==> config.mk <==
export PLATFORM = sky130hd
export DESIGN_NAME = adder_share_arb
export DESIGN_NICKNAME = d
export VERILOG_FILES = /design/src/rtl/adder_share_arb_pkg.sv /design/src/rtl/ripple_carry_gatelevel32.sv /design/src/rtl/adder_share_arb.sv
export SDC_FILE = /design/constraint.sdc
export NUM_CORES = 1
export LEC_CHECK = 0
export CELL_PAD_IN_SITES_DETAIL_PLACEMENT = 0
export CELL_PAD_IN_SITES_GLOBAL_PLACEMENT = 1
export CORE_MARGIN = 3
export CORE_UTILIZATION = 34
export DETAILED_ROUTE_END_ITERATION = 6
export GPL_TIMING_DRIVEN = 0
export PLACE_DENSITY_LB_ADDON = 0.3
export SLEW_MARGIN = 0
export SYNTH_ARGS = -nofsm -noshare
export SYNTH_HDL_FRONTEND = slang
export SYNTH_SLANG_ARGS = --single-unit
==> constraint.sdc <==
create_clock -name clk -period 18.1 [get_ports clk]
set_input_delay 1.81 -clock clk [delete_from_list [all_inputs] [get_ports clk]]
set_output_delay 1.81 -clock clk [all_outputs]
set_load 0.05 [all_outputs]
==> src/rtl/adder_share_arb_pkg.sv <==
// Shared types and constants for the two-requester adder arbiter.
// The grant pick is a pure function of the request vector and the last grantee.
package adder_share_arb_pkg;

  localparam int DATA_W  = 32;
  localparam int NUM_REQ = 2;
  localparam int CNT_W   = 4;

  typedef enum logic [1:0] {
    IDLE   = 2'd0,
    SETTLE = 2'd1,
    DONE   = 2'd2
  } state_t;

  // Single requester wins outright; on contention the one not served last wins.
  function automatic logic rr_pick(input logic [NUM_REQ-1:0] req, input logic last);
    if (req == 2'b11) return ~last;
    return req[1];
  endfunction

endpackage

==> src/rtl/ripple_carry_gatelevel32.sv <==
// 32-bit ripple-carry adder built from an array of gate-level full adders.
// Purely combinational: the carry needs several cycles to settle through all bits.
module rca_fa (
  input  logic a,
  input  logic b,
  input  logic ci,
  output logic s,
  output logic co
);
  logic axb;
  assign axb = a ^ b;
  assign s   = axb ^ ci;
  assign co  = (a & b) | (axb & ci);
endmodule

module ripple_carry_gatelevel32 (
  output logic [31:0] s,
  output logic        cout,
  input  logic [31:0] a,
  input  logic [31:0] b
);
  logic [32:0] c;

  assign c[0] = 1'b0;
  assign cout = c[32];

  rca_fa u_fa [31:0] (
    .a  (a),
    .b  (b),
    .ci (c[31:0]),
    .s  (s),
    .co (c[32:1])
  );
endmodule

==> src/rtl/adder_share_arb.sv <==
// Round-robin arbiter and sequencer for a single shared ripple-carry adder.
// Latches the grantee's operands, waits SETTLE_CYCLES (1..15), registers the result, acks once.
module adder_share_arb
  import adder_share_arb_pkg::*;
#(
  parameter int SETTLE_CYCLES = 2
) (
  input  logic                 clk,
  input  logic                 rst,
  input  logic [NUM_REQ-1:0]   req_i,
  input  logic [DATA_W-1:0]    a0_i,
  input  logic [DATA_W-1:0]    b0_i,
  input  logic [DATA_W-1:0]    a1_i,
  input  logic [DATA_W-1:0]    b1_i,
  output logic [NUM_REQ-1:0]   ack_o,
  output logic [DATA_W-1:0]    s_o,
  output logic                 cout_o,
  output logic                 gnt_id_o,
  output logic                 busy_o
);

  state_t            state;
  logic              last_grant;
  logic [CNT_W-1:0]  cnt;
  logic [DATA_W-1:0] op_a;
  logic [DATA_W-1:0] op_b;
  logic [DATA_W-1:0] sum;
  logic              carry;
  logic              gnt_nxt;

  assign gnt_nxt = rr_pick(req_i, last_grant);

  ripple_carry_gatelevel32 u_add (
    .s    (sum),
    .cout (carry),
    .a    (op_a),
    .b    (op_b)
  );

  always_ff @(posedge clk) begin
    if (rst) begin
      state      <= IDLE;
      last_grant <= 1'b1;
      cnt        <= '0;
      op_a       <= '0;
      op_b       <= '0;
      ack_o      <= '0;
      s_o        <= '0;
      cout_o     <= 1'b0;
      gnt_id_o   <= 1'b0;
      busy_o     <= 1'b0;
    end else begin
      case (state)
        IDLE: begin
          if (req_i != '0) begin
            op_a       <= gnt_nxt ? a1_i : a0_i;
            op_b       <= gnt_nxt ? b1_i : b0_i;
            gnt_id_o   <= gnt_nxt;
            last_grant <= gnt_nxt;
            cnt        <= CNT_W'(SETTLE_CYCLES - 1);
            busy_o     <= 1'b1;
            state      <= SETTLE;
          end
        end
        SETTLE: begin
          // Operands stay frozen here; the adder output is only trusted once cnt expires.
          if (cnt == '0) begin
            s_o    <= sum;
            cout_o <= carry;
            ack_o  <= NUM_REQ'(1) << gnt_id_o;
            state  <= DONE;
          end else begin
            cnt <= cnt - 1'b1;
          end
        end
        DONE: begin
          ack_o  <= '0;
          busy_o <= 1'b0;
          state  <= IDLE;
        end
        default: state <= IDLE;
      endcase
    end
  end

endmodule

Yosys cells after proc, flatten, opt, wreduce, memory -nomap -nowiden
Cells that the tools add are included.
Cells by class
  $add $sub $neg: 1
  equal/unequal tests: 6
  shift operators: 1
  muxes and demuxes: 15
  bitwise logic cells: 158
  reductions and logical operators: 12
Operator list (number)
  two-way mux 32 bit: 2
  bitwise AND 1 bit: 63
  XOR 1 bit: 63
  OR 1 bit: 31
  AND reduction 2 bit: 5
  two-way mux 4 bit: 2
  case mux 2 bit (2 select lines): 2
  case mux 4 bit (2 select lines): 1
  nonzero test 2 bit: 4
  two-way mux 2 bit: 3
  != test 2 bit, second input constant: 3
  == test 2 bit, second input constant: 2
  zero test 4 bit: 1
  two-way mux 1 bit: 4
  subtractor 4 x 1 -> 4 bit, second input constant: 1
  AND reduction 3 bit: 1
  == test 2 x 1 -> 1 bit, second input constant: 1
  zero test 2 bit: 1
  case mux 1 bit (2 select lines): 1
  << shifter 1 x 1 -> 2 bit, first input constant: 1
  inverter 1 bit: 1
Storage, ports and cells
  register bits after elaboration: 108
  input port bits: 132
  output and inout port bits: 37
  logic and storage cells: 203

Depth between registers and ports, before layout
  word-level depth: 63
  gate-level depth with buffers: 34
  mapped depth without buffers: 34

Cells and area by module
A second synthesis with hierarchy kept.
Unflattened totals
  cells, all modules: 610
  area, all modules: 5714.2 um2
By module, submodules not included
  adder_share_arb: times used 1, cells each 577, area an instance 5069.9 um2, seq. area each 2162.1 um2
  rca_fa: times used 32, cells each 1, area an instance 20.0 um2, seq. area each 0.0 um2
  ripple_carry_gatelevel32: times used 1, cells each 1, area an instance 3.8 um2, seq. area each 0.0 um2

Worst setup path after synthesis
Ideal clock, no wire load.
  path type: register to register
  from: register op_a[0]
  to: register s_o[31]
  library setup time: 86 ps
  data arrival time: 14680 ps
  required time: 18014 ps
  setup slack: 3334 ps
  stages on the path, launching flop included: 35
  buffers on the path: 0
  period minus slack after synthesis: 14766 ps
  cells stage by stage: dfxtp_1 ha_1 fa_1 fa_1 fa_1 fa_1 fa_1 fa_1 fa_1 fa_1 fa_1 fa_1 fa_1 fa_1 fa_1 fa_1 fa_1 fa_1 fa_1 fa_1 fa_1 fa_1 fa_1 fa_1 fa_1 fa_1 fa_1 fa_1 fa_1 fa_1 fa_1 fa_1 inv_1 fa_1 a211oi_1
Between the ends
  word-level cells in the longest chain between the ends: 62
RTL lines
  start: declaration: line adder_share_arb.sv:25  | logic [DATA_W-1:0] op_a;
  start signal: assignment: line adder_share_arb.sv:56  | op_a <= gnt_nxt ? a1_i : a0_i;
  bitwise AND 1 bit (2 in series): line ripple_carry_gatelevel32.sv:13  | assign co = (a & b) | (axb & ci);
  OR 1 bit: line ripple_carry_gatelevel32.sv:13
  bitwise AND 1 bit: line ripple_carry_gatelevel32.sv:13
  OR 1 bit: line ripple_carry_gatelevel32.sv:13
  bitwise AND 1 bit: line ripple_carry_gatelevel32.sv:13
  OR 1 bit: line ripple_carry_gatelevel32.sv:13
  bitwise AND 1 bit: line ripple_carry_gatelevel32.sv:13
  OR 1 bit: line ripple_carry_gatelevel32.sv:13
  [... 45 more ...]
  OR 1 bit: line ripple_carry_gatelevel32.sv:13
  bitwise AND 1 bit: line ripple_carry_gatelevel32.sv:13
  OR 1 bit: line ripple_carry_gatelevel32.sv:13
  bitwise AND 1 bit: line ripple_carry_gatelevel32.sv:13
  OR 1 bit: line ripple_carry_gatelevel32.sv:13
  bitwise AND 1 bit: line ripple_carry_gatelevel32.sv:13
  OR 1 bit: line ripple_carry_gatelevel32.sv:13
  XOR 1 bit: line ripple_carry_gatelevel32.sv:12  | assign s = axb ^ ci;
  end signal: assignment: line adder_share_arb.sv:68  | s_o <= sum;
  end: declaration: line adder_share_arb.sv:16  | output logic [DATA_W-1:0] s_o,
Every way passes these cells.
A chain may end at the register's enable or synchronous reset.

Worst setup path after layout
Same ends and word-level chain as after synthesis.

==> results.ini <==
[critical_path]
regToRegStartpoint=op_a[0]
cp.required_ns=18.36
end_kind=flop
ff2ff_path_depth=34
crit_path_start_kind=flop
r2r_end=s_o[31]
rrSetupSlack_ns=2.85
critPathKind=flop to flop
critPathArrivalTime_ns=15.51
slowest_delay_ns=0.50
cp_max_fo=2
path_common_cell=fa_1
worst_path_max_delay_cell=fa_1

[finish]
nets=946
instances_no_fill=970
final_cell_mix=clkdlybuf4s50_1 (167), nand2_1 (130), dfxtp_1 (108)
diodes=0
final_common_cell=clkdlybuf4s50_1
drive_gt1_share_pct=7.12
nFillCells=1409
fin_util_pct=50.5
area_growth_pct=42.7
final_area_mm2=0.00748

[synth]
synth_edf_count=0
synth_flop_cell=dfxtp_1
syn_nets=768
synth-async-reset-ratio_pct=0
yosys_register_bits=108
ys_seq_area_share_pct=41.2
syn_area_mm2=0.00524
synth_cell_type_count=34
syn_area_per_cell_um2=8.69
yosys_warnings=0
synth_cells=603

[timing]
finalSetupTns_ns=0
rsz0062_at_grt=no
slew_headroom_pct=47.5
clock_skew_ns=0.00786
hold_viol=0
tightest_slew_ns=0.784
fmax_ghz=0.0656
setup_viol=0
period_minus_slack_ns=15.25
drv_slew=0
period_share_pct=84.3

[floorplanning]
core_mm2=0.0148
row_count=44
die_h_um=130
initial_core_util_pct=35.4
die_area_mm2=0.0169
ios=169
die_x_um=130

[cts]
cts_max_level=3
cts_setup_buffers=0
clockBufferDepth=2
cts_hold_buffers=0
clock_latency_ns=0.34
cts_sinks=108
path_clk_slew_ns=0.07
root_buffer=clkbuf_16
cts_tree=yes
cts_resized=0
numCtsBuffers=9

[detailed_routing]
wirelength_um=17200
drtAntennaViolNets=0
drtPass1Iterations=5
drtIter0Drc=314
drc=0
vias_per_cell=5.28
routedWlPerCell_um=17.7
vias=5118

[power_and_ir_drop]
internal-power_uw=493
leakagePower_uw=0.00281
powerDensity_mw_per_mm2=97.5
pwr-share-clk_pct=30.0
swShare_pct=32.4
p_comb_share_pct=30.2
ir_worst_vdd_mv=0.0445
pwr-share-seq_pct=39.7
p_sw_uw=237

[min_path]
whs_endpoint=busy_o
hold_path.startpoint=busy_o
hold_depth=2
min_path_type=flop to flop

[run]
drv_cap=0

[global_routing]
use_met2_pct=34.6
grt_pass1_vias=5253
grt_use_met3_pct=3.68
grt_antenna_before_repair=0
grt_pass1_wl_um=27300
top_usage_layer=met2
grt_use_met1_pct=27.5
overflow=0
grt_max_degree=17
grt_usage_pct=20.7

[placement]
place_inst=954
io_buffers=167
dp_hpwl_um=13500
place_congestion=0.880
place_area_mm2=0.00714

[outcome]
status=finished, final reports clean

==> how the worst max path moves through the flow <==
stage               endpoint  slack [ns]    start
floorplan            s_o[31]        3.33  op_a[0]
CTS                  s_o[31]        2.72  op_a[0]
global placement     s_o[31]        2.82  op_a[0]
finish               s_o[31]        2.85  op_a[0]
detailed placement   s_o[31]        2.72  op_a[0]
global route         s_o[31]        2.27  op_a[0]
==> metrics by stage <==
step	hold WS [ns]	total power (uW)	worst slack [ns]
after floorplan	0.471	426	3.33
after global placement	0.451	511	2.82
after detailed placement	0.459	515	2.72
after CTS	0.469	732	2.72
after global routing	0.495	767	2.27
final	0.466	729	2.85
==> cell type report <==
class	count	area [um2]	share of cell area, %
Multi-Input combinational cell	427	2760	36.9
Sequential cell	108	2160	28.9
Timing Repair Buffer	167	1670	22.3
Buffer	61	293	3.91
Clock buffer	13	270	3.61
Tap cell	184	230	3.08
Clock inverter	3	67.6	0.903
Inverter	7	26.3	0.351
==> sequential cells by signal, summed over array words and instances (netlist names) <==
| register | flops |
|---|---|
| busy_o | 1 |
| op_a | 32 |
| s_o | 32 |
| op_b | 32 |
| gnt_id_o | 1 |
| ack_o | 2 |
| cout_o | 1 |
| state | 2 |
| cnt | 4 |
| last_grant | 1 |
==> Yosys cell counts (2+ instances only) <==
library cell / n / area, um2
a211oi_1: 6 / 45.0
a21oi_1: 101 / 505
a221oi_1: 2 / 17.5
a311oi_1: 62 / 543
buf_2: 30 / 150
buf_4: 5 / 37.5
clkbuf_1: 25 / 93.8
dfxtp_1: 108 / 2160
fa_1: 31 / 621
ha_1: 2 / 25.0
inv_1: 7 / 26.3
nand2_1: 130 / 488
nand2b_1: 2 / 12.5
nand3_1: 33 / 165
nor2_1: 4 / 15.0
nor3_1: 2 / 10.0
o211ai_1: 2 / 15.0
o21ai_0: 34 / 170
or2_2: 2 / 12.5
==> logic make-up (layout without fill, tap and decap cells) <==
family	after synthesis	in the layout	synth area share [%]
compound gates	213	213	25.7
fa+ha+maj	33	33	12.3
buf+inv	68	251	6.09
flops	108	108	41.2
simple gates	181	181	14.7
==> layer usage <==
layer,vias up,share of wire [%]
met5,-,0
met4,0,1.7
met3,22,6.8
met2,179,48
met1,2392,44
li1,2525,-
==> critical path: cells and delay by family, from the launching register on <==
family / cells / cell delay (ns)
flip-flops: 1 / 0.32
adder cells (fa/ha/maj): 32 / 14.54
buffers and inverters: 1 / 0.10
AO/OA/AOI/OAI: 1 / 0.21
==> power by group through the flow <==
stage	Clock [uW]	Combinational (uW)	Sequential [uW]
floorplan	0	107	318
global placement	0	217	294
detailed placement	0	220	295
CTS	221	221	290
global route	229	244	293
finish	219	220	290
(Power assumes the default switching activity.)
